### config.mk
export PLATFORM = sky130hd
export DESIGN_NAME = stream_demux_1to2
export DESIGN_NICKNAME = d
export VERILOG_FILES = /design/src/rtl/stream_demux_pkg.sv /design/src/rtl/sync_fifo.sv /design/src/rtl/stream_demux_1to2.sv
export SDC_FILE = /design/constraint.sdc
export NUM_CORES = 1
export LEC_CHECK = 0
export CAP_MARGIN = 20
export CORE_MARGIN = 2
export CORE_UTILIZATION = 65
export CTS_BUF_LIST = sky130_fd_sc_hd__clkbuf_16
export CTS_CLUSTER_DIAMETER = 30
export DETAILED_ROUTE_END_ITERATION = 8
export DONT_BUFFER_PORTS = 1
export PLACE_DENSITY = 0.81
export SYNTH_ARGS = -nofsm -noshare
export SYNTH_HDL_FRONTEND = slang
export SYNTH_SLANG_ARGS = --single-unit
### constraint.sdc
create_clock -name clk -period 19.9 [get_ports clk]
set_input_delay 3.98 -clock clk [delete_from_list [all_inputs] [get_ports clk]]
set_output_delay 3.98 -clock clk [all_outputs]
set_load 0.02 [all_outputs]
### src/rtl/stream_demux_pkg.sv
// Shared definitions for the buffered 1-to-2 stream demultiplexer.
package stream_demux_pkg;
  localparam int WIDTH_DEFAULT = 100;

  localparam logic LANE0 = 1'b0;
  localparam logic LANE1 = 1'b1;

  typedef logic [WIDTH_DEFAULT-1:0] word_t;
endpackage

### src/rtl/sync_fifo.sv
// Single-clock FIFO with extra-MSB pointers; rdata shows the head, or the last
// popped word (0 after reset) while empty.
module sync_fifo
  import stream_demux_pkg::*;
#(
  parameter int WIDTH = WIDTH_DEFAULT,
  parameter int DEPTH = 2
) (
  input  logic             clk,
  input  logic             reset,
  input  logic             push,
  input  logic             pop,
  input  logic [WIDTH-1:0] wdata,
  output logic [WIDTH-1:0] rdata,
  output logic             full,
  output logic             empty
);
  localparam int AW = $clog2(DEPTH);

  logic [WIDTH-1:0] r_mem [DEPTH];
  logic [AW:0]      r_wr_ptr;
  logic [AW:0]      r_rd_ptr;
  logic [WIDTH-1:0] r_last;
  logic             w_push;
  logic             w_pop;

  assign empty  = (r_wr_ptr == r_rd_ptr);
  assign full   = (r_wr_ptr[AW] != r_rd_ptr[AW]) &&
                  (r_wr_ptr[AW-1:0] == r_rd_ptr[AW-1:0]);
  assign w_push = push & ~full;
  assign w_pop  = pop & ~empty;
  assign rdata  = empty ? r_last : r_mem[r_rd_ptr[AW-1:0]];

  always_ff @(posedge clk) begin
    if (reset) begin
      r_wr_ptr <= '0;
      r_rd_ptr <= '0;
      r_last   <= '0;
    end else begin
      if (w_push) r_wr_ptr <= r_wr_ptr + 1'b1;
      if (w_pop) begin
        r_rd_ptr <= r_rd_ptr + 1'b1;
        r_last   <= r_mem[r_rd_ptr[AW-1:0]];
      end
    end
  end

  // Storage needs no reset: it is only observed through a non-empty head.
  always_ff @(posedge clk) begin
    if (w_push) r_mem[r_wr_ptr[AW-1:0]] <= wdata;
  end
endmodule

### src/rtl/stream_demux_1to2.sv
// Buffered 1-to-2 demux: steers each input word into one of two lane FIFOs and
// counts words delivered per lane.
module stream_demux_1to2
  import stream_demux_pkg::*;
#(
  parameter int WIDTH = WIDTH_DEFAULT,
  parameter int DEPTH = 2,
  parameter int CNT_W = 16
) (
  input  logic             clk,
  input  logic             reset,
  input  logic [WIDTH-1:0] in_data,
  input  logic             in_sel,
  input  logic             in_valid,
  output logic             in_ready,
  output logic [WIDTH-1:0] out0_data,
  output logic             out0_valid,
  input  logic             out0_ready,
  output logic [WIDTH-1:0] out1_data,
  output logic             out1_valid,
  input  logic             out1_ready,
  output logic [CNT_W-1:0] cnt0,
  output logic [CNT_W-1:0] cnt1
);
  logic             w_full0, w_full1;
  logic             w_empty0, w_empty1;
  logic             w_push0, w_push1;
  logic             w_pop0, w_pop1;
  logic             w_lane_full;
  logic [CNT_W-1:0] r_cnt0, r_cnt1;

  // Ready looks only at the addressed lane, so a stalled lane never blocks the other.
  assign w_lane_full = (in_sel == LANE1) ? w_full1 : w_full0;
  assign in_ready    = ~reset & ~w_lane_full;
  assign w_push0     = in_valid & in_ready & (in_sel == LANE0);
  assign w_push1     = in_valid & in_ready & (in_sel == LANE1);

  assign out0_valid = ~w_empty0;
  assign out1_valid = ~w_empty1;
  assign w_pop0     = out0_valid & out0_ready;
  assign w_pop1     = out1_valid & out1_ready;
  assign cnt0       = r_cnt0;
  assign cnt1       = r_cnt1;

  sync_fifo #(.WIDTH(WIDTH), .DEPTH(DEPTH)) u_fifo0 (
    .clk   (clk),
    .reset (reset),
    .push  (w_push0),
    .pop   (w_pop0),
    .wdata (in_data),
    .rdata (out0_data),
    .full  (w_full0),
    .empty (w_empty0)
  );

  sync_fifo #(.WIDTH(WIDTH), .DEPTH(DEPTH)) u_fifo1 (
    .clk   (clk),
    .reset (reset),
    .push  (w_push1),
    .pop   (w_pop1),
    .wdata (in_data),
    .rdata (out1_data),
    .full  (w_full1),
    .empty (w_empty1)
  );

  always_ff @(posedge clk) begin
    if (reset) begin
      r_cnt0 <= '0;
      r_cnt1 <= '0;
    end else begin
      if (w_pop0) r_cnt0 <= r_cnt0 + 1'b1;
      if (w_pop1) r_cnt1 <= r_cnt1 + 1'b1;
    end
  end
endmodule

# Word-level counts from Yosys, hierarchy flattened
# Memory sizes are Yosys's and may differ from the RTL's. A register that Yosys moved wholly into a read port is not among the register bits.
# Cells that the tools add are included.
word_totals:
  n_memories: 2
  ramBits: 400
  out_inout_bits: 235
  reg_bits: 240
  inputBits: 106
op_classes:
  n_reduce_logical: 2
  bitwise_logic: 17
  n_eq_ne: 6
  n_mux: 11
  n_addsub: 6
mem_list:
  columns: ["memory", "words", "word_bits", "read_ports", "rd_clocked_by_memory_dff", "wr", "line", "rtl"]
  rows:
  - ["u_fifo0.r_mem", 2, 100, 1, 1, 1, "sync_fifo.sv:20", "logic [WIDTH-1:0] r_mem [DEPTH];"]
  - ["u_fifo1.r_mem", 2, 100, 1, 1, 1, "sync_fifo.sv:20", null]
ops:
  columns: ["cell", "n"]
  rows:
  - ["$mux W100", 2]
  - ["$add A16 B1 Y16 const B", 2]
  - ["$and A1 B1 Y1", 10]
  - ["$mux W1", 9]
  - ["$add A2 B1 Y2 const B", 4]
  - ["$not A1 Y1", 7]
  - ["$eq A2 B2 Y1", 2]
  - ["$eq A1 B1 Y1", 2]
  - ["$logic_and A1 B1 Y1", 2]
  - ["$ne A1 B1 Y1", 2]

# Logic depth before layout (Yosys ltp)
depth:
  depth_word: 10
  ltp_mapped: 7

# Cells and area by module
# Synthesis repeated with hierarchy kept, for this count alone.
unflattened:
  cells_unflattened: 1992
  area_unflattened_um2: 27311.2
modules_own_cells:
  columns: ["module", "cells_per_inst", "area_per_inst_um2", "instances", "seq_area_each_um2"]
  rows:
  - ["sync_fifo", 912, 12911.1, 2, 8107.8]
  - ["stream_demux_1to2", 168, 1488.9, 1, 640.6]

# Worst setup path before layout
# OpenSTA, ideal clock, no wires.
synth_path:
  kind: "input to register"
  start: "in in_sel"
  end: "mem u_fifo1.r_mem[1][0] in the netlist's numbering (enable)"
  slack_ps: 9096
  required_ps: 19258
  arrival_ps: 10162
  cell_stages: 2
  path_buffers: 0
  cell_sequence: "nand2_1 -> a2111oi_2"
synth_via:
  elab_chain_len: 8
synth_rtl:
  columns: ["item", "line", "rtl"]
  rows:
  - ["from (decl)", "stream_demux_1to2.sv:13", "input logic in_sel,"]
  - ["$mux W1", "stream_demux_1to2.sv:33", "assign w_lane_full = (in_sel == LANE1) ? w_full1 : w_full0;"]
  - ["$not A1 Y1", "stream_demux_1to2.sv:34", "assign in_ready = ~reset & ~w_lane_full;"]
  - ["$and A1 B1 Y1", "stream_demux_1to2.sv:34", null]
  - ["$and A1 B1 Y1", "stream_demux_1to2.sv:36", "assign w_push1 = in_valid & in_ready & (in_sel == LANE1);"]
  - ["$and A1 B1 Y1 *", "stream_demux_1to2.sv:36", null]
  - ["$and A1 B1 Y1 *", "sync_fifo.sv:30", "assign w_push = push & ~full;"]
  - ["$mux W1 *", "sync_fifo.sv:50", "if (w_push) r_mem[r_wr_ptr[AW-1:0]] <= wdata;"]
  - ["$mux W1 (implied by the code) *", "sync_fifo.sv:50", null]
  - ["to (decl)", "sync_fifo.sv:20", null]
# Mark *: on every way between the ends. The rest lies on a longest branch, timed or not.

# Final worst setup path
layout_path:
  start: "in in_sel"
  end: "out in_ready"
layout_via:
  elab_chain_len: 3
layout_rtl:
  columns: ["item", "line", "rtl"]
  rows:
  - ["$mux W1", "stream_demux_1to2.sv:33", null]
  - ["$not A1 Y1", "stream_demux_1to2.sv:34", null]
  - ["$and A1 B1 Y1", "stream_demux_1to2.sv:34", null]
  - ["to (decl)", "stream_demux_1to2.sv:15", "output logic in_ready,"]
# Every way passes these cells.

==> results.json <==
{
  "drc": 0,
  "netlist_area_um2": 24730,
  "path_delay_family": "simple AND/OR/NAND/NOR gates",
  "synth_cell_types": 43,
  "drive_above_1_share_pct": 12.03,
  "wl_per_cell_um": 23.70,
  "wl_um": 60980,
  "cts_buffers": 118,
  "critPathMaxFanout": 6,
  "grt_start_max_net_pins": 249,
  "core_um2": 37580,
  "synth_seq_cells": 642,
  "fmax_mhz": 118.4,
  "post-route-min-period_ps": 8446,
  "synthTopCellsByCount": "429 x nor2_1, 400 x edfxtp_1, 242 x dfxtp_1, 218 x a21oi_1, 202 x mux2i_1",
  "outcome": "complete, no violations",
  "clock-sinks": 642,
  "firstDrtPassIters": 5,
  "start_util_pct": 65.81,
  "cts_hold_buf": 0,
  "power_uw": 4222,
  "critPathSlowestCell": "nor2_1",
  "seq_area_frac_synth_pct": 68.16,
  "vdd_drop_max_mv": 0.1215,
  "finalHoldViolCount": 0,
  "grt_pass1_vias": 16080,
  "clock_latency_ps": 640,
  "final.setup.tns_ps": 0,
  "post-place-ws_ps": 11460,
  "hpwl_um": 32200,
  "synth.area.top_cells": "edfxtp_1 49%, dfxtp_1 20%, mux2i_1 8.2%",
  "area_delta_synth_final_pct": 18.11,
  "dieWidth_um": 199.1,
  "startpoint_type": "primary input",
  "max_stage_delay_ps": 310,
  "cts.clk_slew.worst_paths_ps": 50,
  "root_buffer": "clkbuf_16",
  "viasPerCell": 6.224,
  "cp_num_buf_inv": 0,
  "yosysWarnings": 0,
  "postSynthNetCount": 2066,
  "rsz0062_at_grt": "false",
  "seqCellArea_um2": 16860,
  "gr-total-overflow": 0,
  "port_buffers": 0,
  "critical_path.cell_chain": "a21oi_1, a21oi_1, nor2_1",
  "tightest_slew_ps": 1093,
  "power_density_nw_per_um2": 144.5,
  "maxCapViolCount": 0,
  "synth_edf_count": 400,
  "crit_required_ps": 15920,
  "reg2reg_from": "u_fifo1.r_wr_ptr[0]$_SDFFE_PP0P_",
  "ys_async_sr_fraction_pct": 0,
  "synth_top_cell_area_share_pct": 48.57,
  "cts_tree": "built",
  "stdcell_area_um2": 29210,
  "setup_viol": 0,
  "cts_buffer_depth": 3,
  "routed-via-count": 16010,
  "io_pins": 341,
  "yosys_most_used_dff": "edfxtp_1",
  "postCtsSetupBuffers": 0,
  "yosys.area.top_type": "edfxtp_1",
  "gp_congestion": 0.7957,
  "avgSynthCellArea_um2": 12.63,
  "h-tree-depth": 3,
  "syn_inst": 1958,
  "grt_pass1_wl_um": 90680,
  "worstHoldPathType": "flip-flop to flip-flop",
  "fin_skew_ps": 20.38,
  "crit_start": "in_sel",
  "min_period_over_period_pct": 42.44,
  "nFillCells": 2071,
  "cp-end-kind": "output port",
  "synth.most_common_cell": "nor2_1",
  "antenna_found_initial": 0,
  "antenna_cells": 0,
  "dieArea_um2": 39620,
  "setup_ws_ps": 11450,
  "rows": 71,
  "placed_area_um2": 24930,
  "crit_top_cell": "a21oi_1",
  "maxSlewViolCount": 0,
  "p_leak_uw": 0.009608,
  "path_class": "primary input to output port",
  "die-height_um": 199.1,
  "relSlewSlack_pct": 27.12,
  "min_from": "u_fifo0.r_last[5]$_SDFFE_PP0P_",
  "nets": 2064,
  "grt_use_total_pct": 30.09,
  "cts-resized-gates": 0,
  "route.antenna.remaining_nets": 0,
  "arrival_ps": 4470,
  "drt-initial-drc-count": 1247,
  "multi_input_area_um2": 7261
}
[metal layers]
metal  track usage (%)  wire [µm]  part of all wire (%)
met1             35.29      22780                    37
met2             50.46      30190                    49
met3             10.87       6040                   9.9
met4             12.16       1974                   3.2
met5                 0          0                     0
[final timing paths]
path,endpoint,slack [ps],cells past startpoint
setup / recovery,in_ready,11450,3
hold / removal,u_fifo0.r_last[5]$_SDFFE_PP0P_,500,2
setup reg to reg,u_fifo1.r_mem[0][80]$_DFFE_PP_,16520,5
hold reg to reg,u_fifo0.r_last[5]$_SDFFE_PP0P_,500,2
[per-stage QoR]
stage	hold WS (ps)	util (%)	cells
2_1_floorplan	478.4	-	1958
3_3_place_gp	481.8	66.34	2346
3_5_place_dp	487.1	66.34	2346
4_1_cts	494.5	77.65	2572
5_1_grt	504.7	77.73	2573
6_report	496.8	77.73	2573
[placed cells by master, fill, tap and decap left out, types with 5 or more instances in the layout]
| cell type | count |
|---|---|
| buf_4 | 19 |
| mux2i_1 | 202 |
| bufinv_16 | 24 |
| a211oi_2 | 13 |
| xor2_1 | 12 |
| clkbuf_16 | 122 |
| clkinv_4 | 8 |
| or3_1 | 9 |
| nand3_1 | 10 |
| o21ai_0 | 10 |
| a21oi_1 | 218 |
| inv_6 | 10 |
| nand2_1 | 8 |
| clkinv_2 | 16 |
| and4_1 | 5 |
| xnor2_1 | 13 |
| clkinvlp_4 | 15 |
| inv_1 | 19 |
| edfxtp_1 | 400 |
| nor2_1 | 428 |
| clkinv_1 | 15 |
| a211oi_1 | 191 |
| nand4_1 | 5 |
| dfxtp_1 | 240 |
[registers in the layout (all words and copies together) (netlist names), named ones only]
signal            cells
u_fifo0.r_wr_ptr      2
u_fifo0.r_last      100
u_fifo1.r_wr_ptr      2
u_fifo0.r_mem       200
u_fifo0.r_rd_ptr      2
u_fifo1.r_last      100
u_fifo1.r_mem       200
u_fifo1.r_rd_ptr      2
cnt1                 16
cnt0                 16
[final cells by class]
| class | count | share of cell area (%) |
|---|---|---|
| Sequential cell | 642 | 57.74 |
| Timing Repair Buffer | 20 | 0.5826 |
| Clock buffer | 122 | 10.45 |
| Multi-Input combinational cell | 1169 | 24.86 |
| Inverter | 5 | 0.07282 |
| Clock inverter | 104 | 4.108 |
| Tap cell | 511 | 2.189 |
[worst register-to-register path, cell delays in order, from the launching register on]
cell and delay, ps:
dfxtp_1 550, xor2_1 390, o2111ai_1 330, nor2_4 160
buf_4 620, buf_4 920
[kinds of logic after synthesis]
kind of cell / share of synthesized area (%)
flops: 68.16
simple gates: 7.746
compound gates: 11.94
mux: 8.222
buf+inv: 2.677
xor+xnor: 1.149
fa+ha+maj: 0.1012
[report_power, final]
part | total, µW | switching [µW] | internal (µW) | leakage (µW)
registers | 1530 | 41.7 | 1490 | 0.00560
logic | 599 | 461 | 138 | 0.00191
clock network | 2100 | 674 | 1420 | 0.00210
total | 4220 | 1180 | 3050 | 0.00961
(Power assumes the default switching activity.)
